--- src/rtl/tcp_msg_poller_pkg.sv ---
// Shared types and system widths for the TCP message poller request path.
// The three system widths mirror the platform-wide values used elsewhere in the poller.
package tcp_msg_poller_pkg;

  localparam int FLOWID_W        = 4;
  localparam int XY_WIDTH        = 8;
  localparam int NOC_FBITS_WIDTH = 4;
  localparam int MSG_REQ_LEN_W   = 16;

  typedef struct packed {
    logic [MSG_REQ_LEN_W-1:0]   length;
    logic [XY_WIDTH-1:0]        dst_x;
    logic [XY_WIDTH-1:0]        dst_y;
    logic [NOC_FBITS_WIDTH-1:0] dst_fbits;
  } msg_req_mem_struct;

  typedef enum logic [1:0] {
    REQ_OK       = 2'd0,
    REQ_DUP      = 2'd1,
    REQ_ZERO_LEN = 2'd2
  } msg_req_status_e;

  typedef enum logic [2:0] {
    ST_IDLE   = 3'd0,
    ST_CHECK  = 3'd1,
    ST_WR_MEM = 3'd2,
    ST_WR_Q   = 3'd3,
    ST_RESP   = 3'd4
  } registrar_state_e;

endpackage

--- src/rtl/tcp_msg_req_registrar_bitvec.sv ---
// Per-flow "poll active" bits with a popcount-style counter; the read port
// hides a same-cycle clear so a request racing the poller's clear sees the flow idle.
module tcp_msg_active_bitvec
  import tcp_msg_poller_pkg::*;
(
  input  logic                clk,
  input  logic                rst,
  input  logic                set_val,
  input  logic [FLOWID_W-1:0] set_flowid,
  input  logic                clear_val,
  input  logic [FLOWID_W-1:0] clear_flowid,
  input  logic [FLOWID_W-1:0] rd_flowid,
  output logic                rd_active,
  output logic [FLOWID_W:0]   active_cnt
);

  localparam int NUM_FLOWS = 1 << FLOWID_W;

  logic [NUM_FLOWS-1:0] bits_r;
  logic [NUM_FLOWS-1:0] bits_nxt_s;
  logic [FLOWID_W:0]    cnt_r;
  logic [FLOWID_W:0]    cnt_nxt_s;
  logic                 set_eff_s;
  logic                 clr_eff_s;

  // Next bit array and count; a set on the same flow as a clear wins and is not counted as a clear
  always_comb begin
    set_eff_s  = set_val & ~bits_r[set_flowid];
    clr_eff_s  = clear_val & bits_r[clear_flowid] & ~(set_val & (set_flowid == clear_flowid));
    bits_nxt_s = bits_r;
    bits_nxt_s[clear_flowid] = bits_r[clear_flowid] & ~clr_eff_s;
    bits_nxt_s[set_flowid]   = bits_nxt_s[set_flowid] | set_val;
    cnt_nxt_s  = cnt_r + {{FLOWID_W{1'b0}}, set_eff_s} - {{FLOWID_W{1'b0}}, clr_eff_s};
  end

  // State update for bits and counter
  always_ff @(posedge clk) begin
    if (rst) begin
      bits_r <= {NUM_FLOWS{1'b0}};
      cnt_r  <= {(FLOWID_W+1){1'b0}};
    end else begin
      bits_r <= bits_nxt_s;
      cnt_r  <= cnt_nxt_s;
    end
  end

  assign rd_active  = bits_r[rd_flowid] & ~(clear_val & (clear_flowid == rd_flowid));
  assign active_cnt = cnt_r;

endmodule

--- src/rtl/tcp_msg_req_registrar.sv ---
// Accepts app message requests, records them in the msg-request memory, then
// enqueues the flowid for the poller and reports OK / DUP / ZERO_LEN.
module tcp_msg_req_registrar
  import tcp_msg_poller_pkg::*;
#(
  parameter int POLLER_PTR_W = MSG_REQ_LEN_W
) (
  input  logic                       clk,
  input  logic                       rst,
  input  logic                       app_msg_req_val,
  output logic                       app_msg_req_rdy,
  input  logic [FLOWID_W-1:0]        app_msg_req_flowid,
  input  logic [POLLER_PTR_W-1:0]    app_msg_req_len,
  input  logic [XY_WIDTH-1:0]        app_msg_req_dst_x,
  input  logic [XY_WIDTH-1:0]        app_msg_req_dst_y,
  input  logic [NOC_FBITS_WIDTH-1:0] app_msg_req_dst_fbits,
  output logic                       msg_req_resp_val,
  input  logic                       msg_req_resp_rdy,
  output logic [FLOWID_W-1:0]        msg_req_resp_flowid,
  output logic [1:0]                 msg_req_resp_status,
  output logic                       reg_msg_req_mem_wr_val,
  input  logic                       reg_msg_req_mem_wr_rdy,
  output logic [FLOWID_W-1:0]        reg_msg_req_mem_wr_addr,
  output msg_req_mem_struct          reg_msg_req_mem_wr_data,
  output logic                       reg_msg_req_q_wr_val,
  input  logic                       reg_msg_req_q_wr_rdy,
  output logic [FLOWID_W-1:0]        reg_msg_req_q_wr_data,
  input  logic                       poll_active_bitvec_clear_req_val,
  input  logic [FLOWID_W-1:0]        poll_active_bitvec_clear_req_flowid,
  output logic [FLOWID_W:0]          active_flow_cnt
);

  registrar_state_e           state_r;
  msg_req_status_e            status_r;
  logic [FLOWID_W-1:0]        req_flowid_r;
  logic [POLLER_PTR_W-1:0]    req_len_r;
  logic [XY_WIDTH-1:0]        req_dst_x_r;
  logic [XY_WIDTH-1:0]        req_dst_y_r;
  logic [NOC_FBITS_WIDTH-1:0] req_dst_fbits_r;
  logic                       rdy_r;
  logic                       mem_val_r;
  logic                       q_val_r;
  logic                       resp_val_r;
  logic                       set_val_s;
  logic                       active_s;

  assign set_val_s = q_val_r & reg_msg_req_q_wr_rdy;

  tcp_msg_active_bitvec u_bitvec (
    .clk          (clk),
    .rst          (rst),
    .set_val      (set_val_s),
    .set_flowid   (req_flowid_r),
    .clear_val    (poll_active_bitvec_clear_req_val),
    .clear_flowid (poll_active_bitvec_clear_req_flowid),
    .rd_flowid    (req_flowid_r),
    .rd_active    (active_s),
    .active_cnt   (active_flow_cnt)
  );

  // Request FSM; every handshake output is a register updated on the state transition
  always_ff @(posedge clk) begin
    if (rst) begin
      state_r         <= ST_IDLE;
      status_r        <= REQ_OK;
      req_flowid_r    <= {FLOWID_W{1'b0}};
      req_len_r       <= {POLLER_PTR_W{1'b0}};
      req_dst_x_r     <= {XY_WIDTH{1'b0}};
      req_dst_y_r     <= {XY_WIDTH{1'b0}};
      req_dst_fbits_r <= {NOC_FBITS_WIDTH{1'b0}};
      rdy_r           <= 1'b0;
      mem_val_r       <= 1'b0;
      q_val_r         <= 1'b0;
      resp_val_r      <= 1'b0;
    end else begin
      case (state_r)
        ST_IDLE: begin
          if (app_msg_req_val && rdy_r) begin
            req_flowid_r    <= app_msg_req_flowid;
            req_len_r       <= app_msg_req_len;
            req_dst_x_r     <= app_msg_req_dst_x;
            req_dst_y_r     <= app_msg_req_dst_y;
            req_dst_fbits_r <= app_msg_req_dst_fbits;
            rdy_r           <= 1'b0;
            state_r         <= ST_CHECK;
          end else begin
            rdy_r <= 1'b1;
          end
        end
        ST_CHECK: begin
          // Zero length is reported ahead of a duplicate
          if (req_len_r == {POLLER_PTR_W{1'b0}}) begin
            status_r   <= REQ_ZERO_LEN;
            resp_val_r <= 1'b1;
            state_r    <= ST_RESP;
          end else if (active_s) begin
            status_r   <= REQ_DUP;
            resp_val_r <= 1'b1;
            state_r    <= ST_RESP;
          end else begin
            status_r   <= REQ_OK;
            mem_val_r  <= 1'b1;
            state_r    <= ST_WR_MEM;
          end
        end
        ST_WR_MEM: begin
          if (reg_msg_req_mem_wr_rdy) begin
            mem_val_r <= 1'b0;
            q_val_r   <= 1'b1;
            state_r   <= ST_WR_Q;
          end
        end
        ST_WR_Q: begin
          if (reg_msg_req_q_wr_rdy) begin
            q_val_r    <= 1'b0;
            resp_val_r <= 1'b1;
            state_r    <= ST_RESP;
          end
        end
        ST_RESP: begin
          if (msg_req_resp_rdy) begin
            resp_val_r <= 1'b0;
            rdy_r      <= 1'b1;
            state_r    <= ST_IDLE;
          end
        end
        default: begin
          state_r    <= ST_IDLE;
          rdy_r      <= 1'b0;
          mem_val_r  <= 1'b0;
          q_val_r    <= 1'b0;
          resp_val_r <= 1'b0;
        end
      endcase
    end
  end

  assign app_msg_req_rdy         = rdy_r;
  assign msg_req_resp_val        = resp_val_r;
  assign msg_req_resp_flowid     = req_flowid_r;
  assign msg_req_resp_status     = status_r;
  assign reg_msg_req_mem_wr_val  = mem_val_r;
  assign reg_msg_req_mem_wr_addr = req_flowid_r;
  assign reg_msg_req_mem_wr_data = {req_len_r, req_dst_x_r, req_dst_y_r, req_dst_fbits_r};
  assign reg_msg_req_q_wr_val    = q_val_r;
  assign reg_msg_req_q_wr_data   = req_flowid_r;

endmodule

--- config.mk ---
export PLATFORM = sky130hd
export DESIGN_NAME = tcp_msg_req_registrar
export DESIGN_NICKNAME = d
export VERILOG_FILES = /design/src/rtl/tcp_msg_poller_pkg.sv /design/src/rtl/tcp_msg_req_registrar_bitvec.sv /design/src/rtl/tcp_msg_req_registrar.sv
export SDC_FILE = /design/constraint.sdc
export NUM_CORES = 1
export LEC_CHECK = 0
export CORE_AREA = 4 4 91 93
export CTS_BUF_LIST = sky130_fd_sc_hd__clkbuf_8
export DETAILED_ROUTE_END_ITERATION = 6
export DIE_AREA = 0 0 95 97
export PLACE_DENSITY = 0.85
export RECOVER_POWER = 50
export SYNTH_ARGS = -nofsm -noshare
export SYNTH_HDL_FRONTEND = slang
export SYNTH_HIERARCHICAL = 1
export SYNTH_SLANG_ARGS = --single-unit
--- constraint.sdc ---
create_clock -name clk -period 5.5 [get_ports clk]
set_input_delay 0.55 -clock clk [delete_from_list [all_inputs] [get_ports clk]]
set_output_delay 0.55 -clock clk [all_outputs]
set_load 0.01 [all_outputs]
==> flow_summary.toml, run 1 <==
[outcome]
status = "finished with violations"
violations = "max-capacitance violations, max-slew violations"

[route]
wl_per_cell_um = 17.7
first_pass_iters = 5
ant_nets = 0
vias = 3862
drc = 0
drt-total-wl_mm = 11.1
first_iter_violations = 263
via_per_inst = 6.15

[pwr]
p_clk_frac = 0.264
ir_drop_uv = 215
switching_share = 0.368
p_leak_nw = 1.79
p_seq_frac = 0.420
p_switching_mw = 0.565
powerDensity_nw_per_um2 = 305
p_int_mw = 0.969
combPwrFrac = 0.316

[placed_design]
place.gp.congestion = 0.877
dpl.hpwl_mm = 7.74
postPlaceCellArea_um2 = 4840
portBuffers = 109

[setup_path]
cp-end-kind = "flop"
path_max_fanout = 17
worst_ep_arrival_time_ns = 4.22
reg2regPathDepth = 13
critPathKind = "in -> reg"
startpoint_type = "input pin"
required_ns = 5.69

[clocking]
cts-root-buf = "clkbuf_8"
cts_buffers = 9
cts_setup_buffers = 0
cts_tree = "done"
cts_sinks = 70
clkTransAtPathRegs_ns = 0.08
clock_latency_ns = 0.35
htree_levels = 3
cts.path.max_buffers = 2
cts_resized = 0
hold_buffers = 0

[logic_synthesis]
synthAdderAreaFrac = 0.0215
yosys.area_share.simple = 0.208
syn_nets = 497
yosys.area.top_type = "dfxtp_1"
synth_xor_area_frac = 0.0273
yosysWarnings = 6
synth-edff-count = 0
ys_seq_area_frac = 0.365
synth_seq_cells = 70
synth_top_area_share = 0.365
syn_area_per_cell_um2 = 8.74
synthCells = 440
async_flop_share = 0
synthMuxAreaShare = 0.0895
synth-compound-area-share = 0.215
synth.distinct_cells = 56
netlist_area_um2 = 3840
synth_flop_cell = "dfxtp_1"
ys_top_cells_by_area = "dfxtp_1, mux4_2, a21oi_1"
synth_top_family_by_area = "compound AO/OA/AOI/OAI gates"

[timing]
fin_worst_hold_slack_ns = 0.483
final.setup.tns_ns = 0
fin_crit_sh = 0.732
slew_headroom = -0.318
tightestPinTransition_ns = 1.98
finalHoldViolCount = 0
finalMaxSlewViolations = 44
fin_crit_ns = 4.03
finClkSkew_ns = 0.0102
fmax_ghz = 0.248
setup-violations-final = 0
rsz0062_at_grt = "no"

[global_route]
grt_use_total = 0.244
grt_pass1_vias = 3652
grt_antenna_before_repair = 0
grt_pass1_wl_mm = 18.0
grt_max_degree = 44
gr-total-overflow = 0

[finish]
final_nets = 578
final_area_um2 = 5020
drive_above_1_share = 0.0798
seq_area_um2 = 1400
multi_input_area_um2 = 2160
area_growth_pct = 30.7
nFillCells = 655
n_antenna_cell = 0

[hold_path]
hp-class = "reg -> reg"
min_path_cells = 2

[floorplan]
die_area_um2 = 9220
die-height_um = 97
rows = 32
io_pins = 110
chipWidth_um = 95
start_util = 0.511
design.core.area_um2 = 7530

[run]
max-cap-violations = 1
## per-layer routing
layer  GRT usage  vias up  routed length [µm]
met2       0.387      215                5460
met3      0.0855       24                1190
li1            -     1795                   -
met5           0        -                   0
met4      0.0877        0                 254
met1       0.304     1828                4200
## final cells by class
class,count,area share
multi-input cells,318,0.429
repair buffers,114,0.223
clock buffers,9,0.0247
flip-flops and latches,70,0.279
well taps,102,0.0254
clock inverters,7,0.0130
inverters,8,0.00598
## sequential cells by signal, indices dropped and copies added, names as in the netlist
| name | cells |
|---|---|
| req_dst_y_r | 8 |
| msg_req_resp_val | 1 |
| req_dst_fbits_r | 4 |
| u_bitvec/active_cnt | 5 |
| reg_msg_req_q_wr_val | 1 |
| req_len_r | 16 |
| req_dst_x_r | 8 |
| state_r | 3 |
| msg_req_resp_flowid | 4 |
| reg_msg_req_mem_wr_val | 1 |
| app_msg_req_rdy | 1 |
| u_bitvec/bits_r | 16 |
| msg_req_resp_status | 2 |
## path summary, 6_finish.rpt
| check | end | start | slack, ns |
|---|---|---|---|
| worst min-delay path | req_dst_fbits_r[1] | req_dst_fbits_r[1] | 0.48 |
| worst min register to register | req_dst_fbits_r[1] | req_dst_fbits_r[1] | 0.48 |
| worst max-delay path | u_bitvec/active_cnt[4] | poll_active_bitvec_clear_req_flowid[1] | 1.47 |
| worst max register to register | u_bitvec/active_cnt[4] | msg_req_resp_flowid[1] | 1.71 |
## power by group through the flow
stage / sequential [mW] / clock [mW] / combinational, mW
final: 0.644 / 0.405 / 0.484
after global routing: 0.655 / 0.435 / 0.528
after CTS: 0.645 / 0.410 / 0.504
after detailed placement: 0.656 / 0 / 0.501
after global placement: 0.654 / 0 / 0.491
after floorplan: 0.652 / 0 / 0.299
## worst max-delay path, cell delays in order
cell,delay (ns)
clkdlybuf4s50_1,0.91
mux4_2,0.66
mux4_2,0.47
nor2b_1,0.15
ha_1,0.28
inv_1,0.04
ha_1,0.20
fa_1,0.42
a21o_1,0.17
a21oi_1,0.17
xnor2_1,0.14
nor2_1,0.05
## layout by cell type (no fill, tap or decap), types with 5 or more instances in the layout
cell | Yosys | layout
dfxtp_1 | 70 | 70
clkdlybuf4s50_1 | 0 | 61
nand3_1 | 50 | 50
a21oi_1 | 50 | 50
dlygate4sd3_1 | 0 | 47
o21ai_1 | 34 | 34
nand2_1 | 21 | 21
nor2_1 | 15 | 15
o21ai_0 | 14 | 14
nand2b_1 | 13 | 13
mux4_2 | 13 | 13
clkbuf_8 | 0 | 9
a31oi_1 | 8 | 8
xor2_1 | 8 | 8
inv_1 | 7 | 7
nor2b_1 | 7 | 7
nor3_1 | 7 | 7
nor4b_1 | 5 | 5
a22oi_1 | 5 | 5
ha_1 | 5 | 5
## synth_stat cells, drive strengths merged (3+ instances only)
library cell and number:
xor2 8, a22oi 5, nand3 50, dfxtp 70, inv 8, nand2b 13
nor2b 7, a31oi 8, xnor2 4, clkbuf 15, nor2 15, nor4 4
nor3 8, o22ai 3, nand2 21, o32ai 3, mux4 13, mux2i 4
nor4b 5, o21ai 48, nor3b 4, buf 29, a221oi 4, ha 5
a211oi 3, a21oi 50
## metrics by stage
step / setup WS [ns] / power [mW] / std cells / util
floorplan: 2.12 / 0.952 / 440 / -
global placement: 1.22 / 1.14 / 612 / 0.643
detailed placement: 1.14 / 1.16 / 612 / 0.643
CTS: 1.52 / 1.56 / 628 / 0.668
global route: 1.25 / 1.62 / 628 / 0.667
finish: 1.47 / 1.53 / 628 / 0.667
## cell families (layout without fill, tap and decap cells)
family,count (synthesis),in the layout
muxes,18,18
and+or+nand+nor,144,144
buffers and inverters,52,138
adders and majority gates,6,6
DFF,70,70
xor gates and xnor gates,12,12
AOI/OAI and AO/OA,138,138
Note: power is estimated with default switching activity, not from simulation.
==> run 2: changes to the inputs <==
Settings changed: CORE_AREA 4 4 91 93 to 4 4 98 100, DIE_AREA 0 0 95 97 to 0 0 102 104, PLACE_DENSITY 0.85 to 0.78.
Clock period 5.5 ns to 3.5 ns, I/O delays scaled along.
==> flow_summary.toml, run 2 (synthesis results as in run 1) <==
[finish]
drive_above_1_share = 0.110
final_area_um2 = 5180
final_nets = 596
layout_commonest_cell = "dfxtp_1"
final_cells = 652
area_growth_pct = 34.7
layout_common_cells = "dfxtp_1, clkdlybuf4s50_1, nand3_1, a21oi_1, dlygate4sd3_1"
n_antenna_cell = 0
reg.largest.list = "req_len_r: 16 flops, u_bitvec/bits_r: 16 flops"
nFillCells = 778

[timing]
fin_crit_ns = 3.29
slew_headroom = -0.418
rsz0062_at_grt = "no"
worst_slack_ns = 0.211
tightestPinTransition_ns = 2.13
finClkSkew_ns = 0.0107
fin_crit_sh = 0.940
fmax_ghz = 0.304
final.setup.tns_ns = 0
setup-violations-final = 0
finalHoldViolCount = 0
finalMaxSlewViolations = 50

[run]
max-cap-violations = 1

[placed_design]
dp_cells = 636
dpl.hpwl_mm = 8.46
place.gp.congestion = 0.939
portBuffers = 109
place_ws_ns = -0.151
postPlaceCellArea_um2 = 4980

[floorplan]
die_area_um2 = 10600
chipWidth_um = 102
die-height_um = 104
io_pins = 110
rows = 34
design.core.area_um2 = 8680
start_util = 0.443

[setup_path]
cp-end-kind = "flop"
required_ns = 3.73
reg2regPathDepth = 11
startpoint_type = "input pin"
path_max_fanout = 3
regToRegSetupSlack_ns = 0.34
crit_start = "poll_active_bitvec_clear_req_flowid[1]"
worst_ep_arrival_time_ns = 3.52
slowest_stage = "clkdlybuf4s50_1"
path_cells = "clkdlybuf4s50_1 > mux4_2 > mux4_2 > nor2b_1 > ha_1 > inv_1 > ha_1 > fa_1 > a21o_1 > a21oi_1 > xnor2_1 > nor2_1"
cp-endpoint = "u_bitvec/active_cnt[4]"
critPathMaxStageDelay_ns = 0.56
r2r_end = "u_bitvec/active_cnt[4]"
critPathKind = "in -> reg"
worstReg2RegStart = "msg_req_resp_flowid[0]"

[pwr]
powerDensity_nw_per_um2 = 473
p_total_mw = 2.45
ir_drop_uv = 308
p_leak_nw = 1.90

[clocking]
htree_levels = 3
hold_buffers = 0
cts_tree = "done"
cts-root-buf = "clkbuf_8"
clkTransAtPathRegs_ns = 0.09
cts_resized = 0
cts_sinks = 70
clock_latency_ns = 0.36
cts.path.max_buffers = 2
cts_buffers = 9
cts_setup_buffers = 0

[route]
first_pass_iters = 4
ant_nets = 0
first_iter_violations = 184
wl_per_cell_um = 18.4
vias = 3846
drt-total-wl_mm = 12.0
via_per_inst = 5.90
drc = 0

[outcome]
violations = "max-capacitance violations, max-slew violations"
status = "finished with violations"

[global_route]
grt_antenna_before_repair = 0
grt_pass1_wl_mm = 19.1
grt_use_total = 0.224
grt_max_degree = 50
grt_pass1_vias = 3830
gr-total-overflow = 0

[hold_path]
hp-class = "reg -> reg"
==> run 2: layout make-up <==
| cell class | instances | area (µm²) | area share |
|---|---|---|---|
| repair buffers | 132 | 1260 | 0.243 |
| multi-input cells | 318 | 2160 | 0.417 |
| inverters | 8 | 30.0 | 0.00580 |
| clock buffers | 9 | 124 | 0.0239 |
| clock inverters | 7 | 71.3 | 0.0138 |
| well taps | 108 | 135 | 0.0261 |
| flip-flops and latches | 70 | 1400 | 0.271 |
==> run 2: critical path, delay by kind of cell <==
| family | cells | cell delay [ns] |
|---|---|---|
| compound gates | 2 | 0.34 |
| xor+xnor | 1 | 0.13 |
| fa+ha+maj | 3 | 0.88 |
| buf+inv | 2 | 0.60 |
| mux | 2 | 1.03 |
| simple gates | 2 | 0.21 |
==> run 2: layer usage <==
metal	vias up	part of all wire	track usage
met3	27	0.094	0.0838
met1	1816	0.40	0.270
li1	1821	-	-
met2	182	0.48	0.355
met5	-	0	0
met4	0	0.024	0.0918
==> run 2: how the worst min path moves through the flow <==
stage	startpoint	endpoint	slack, ns	cells past startpoint
after floorplan	u_bitvec/bits_r[2]	u_bitvec/bits_r[2]	0.49	2
after global placement	msg_req_resp_status[1]	msg_req_resp_status[1]	0.46	2
after detailed placement	msg_req_resp_status[1]	msg_req_resp_status[1]	0.47	2
after CTS	msg_req_resp_status[1]	msg_req_resp_status[1]	0.48	2
after global routing	req_dst_y_r[0]	req_dst_y_r[0]	0.51	2
final	msg_req_resp_status[1]	msg_req_resp_status[1]	0.48	2
==> run 2: power by group <==
| group | total [mW] | switching (mW) | internal, mW |
|---|---|---|---|
| Sequential | 0.992 | 0.0984 | 0.893 |
| Clock | 0.657 | 0.374 | 0.283 |
| Combinational | 0.799 | 0.432 | 0.367 |
| Total | 2.45 | 0.904 | 1.54 |
==> run 2: through the flow <==
stage	util	hold slack, ns
after floorplan	-	0.487
after global routing	0.596	0.509
final	0.596	0.479
after global placement	0.574	0.459
after detailed placement	0.574	0.470
after CTS	0.597	0.482
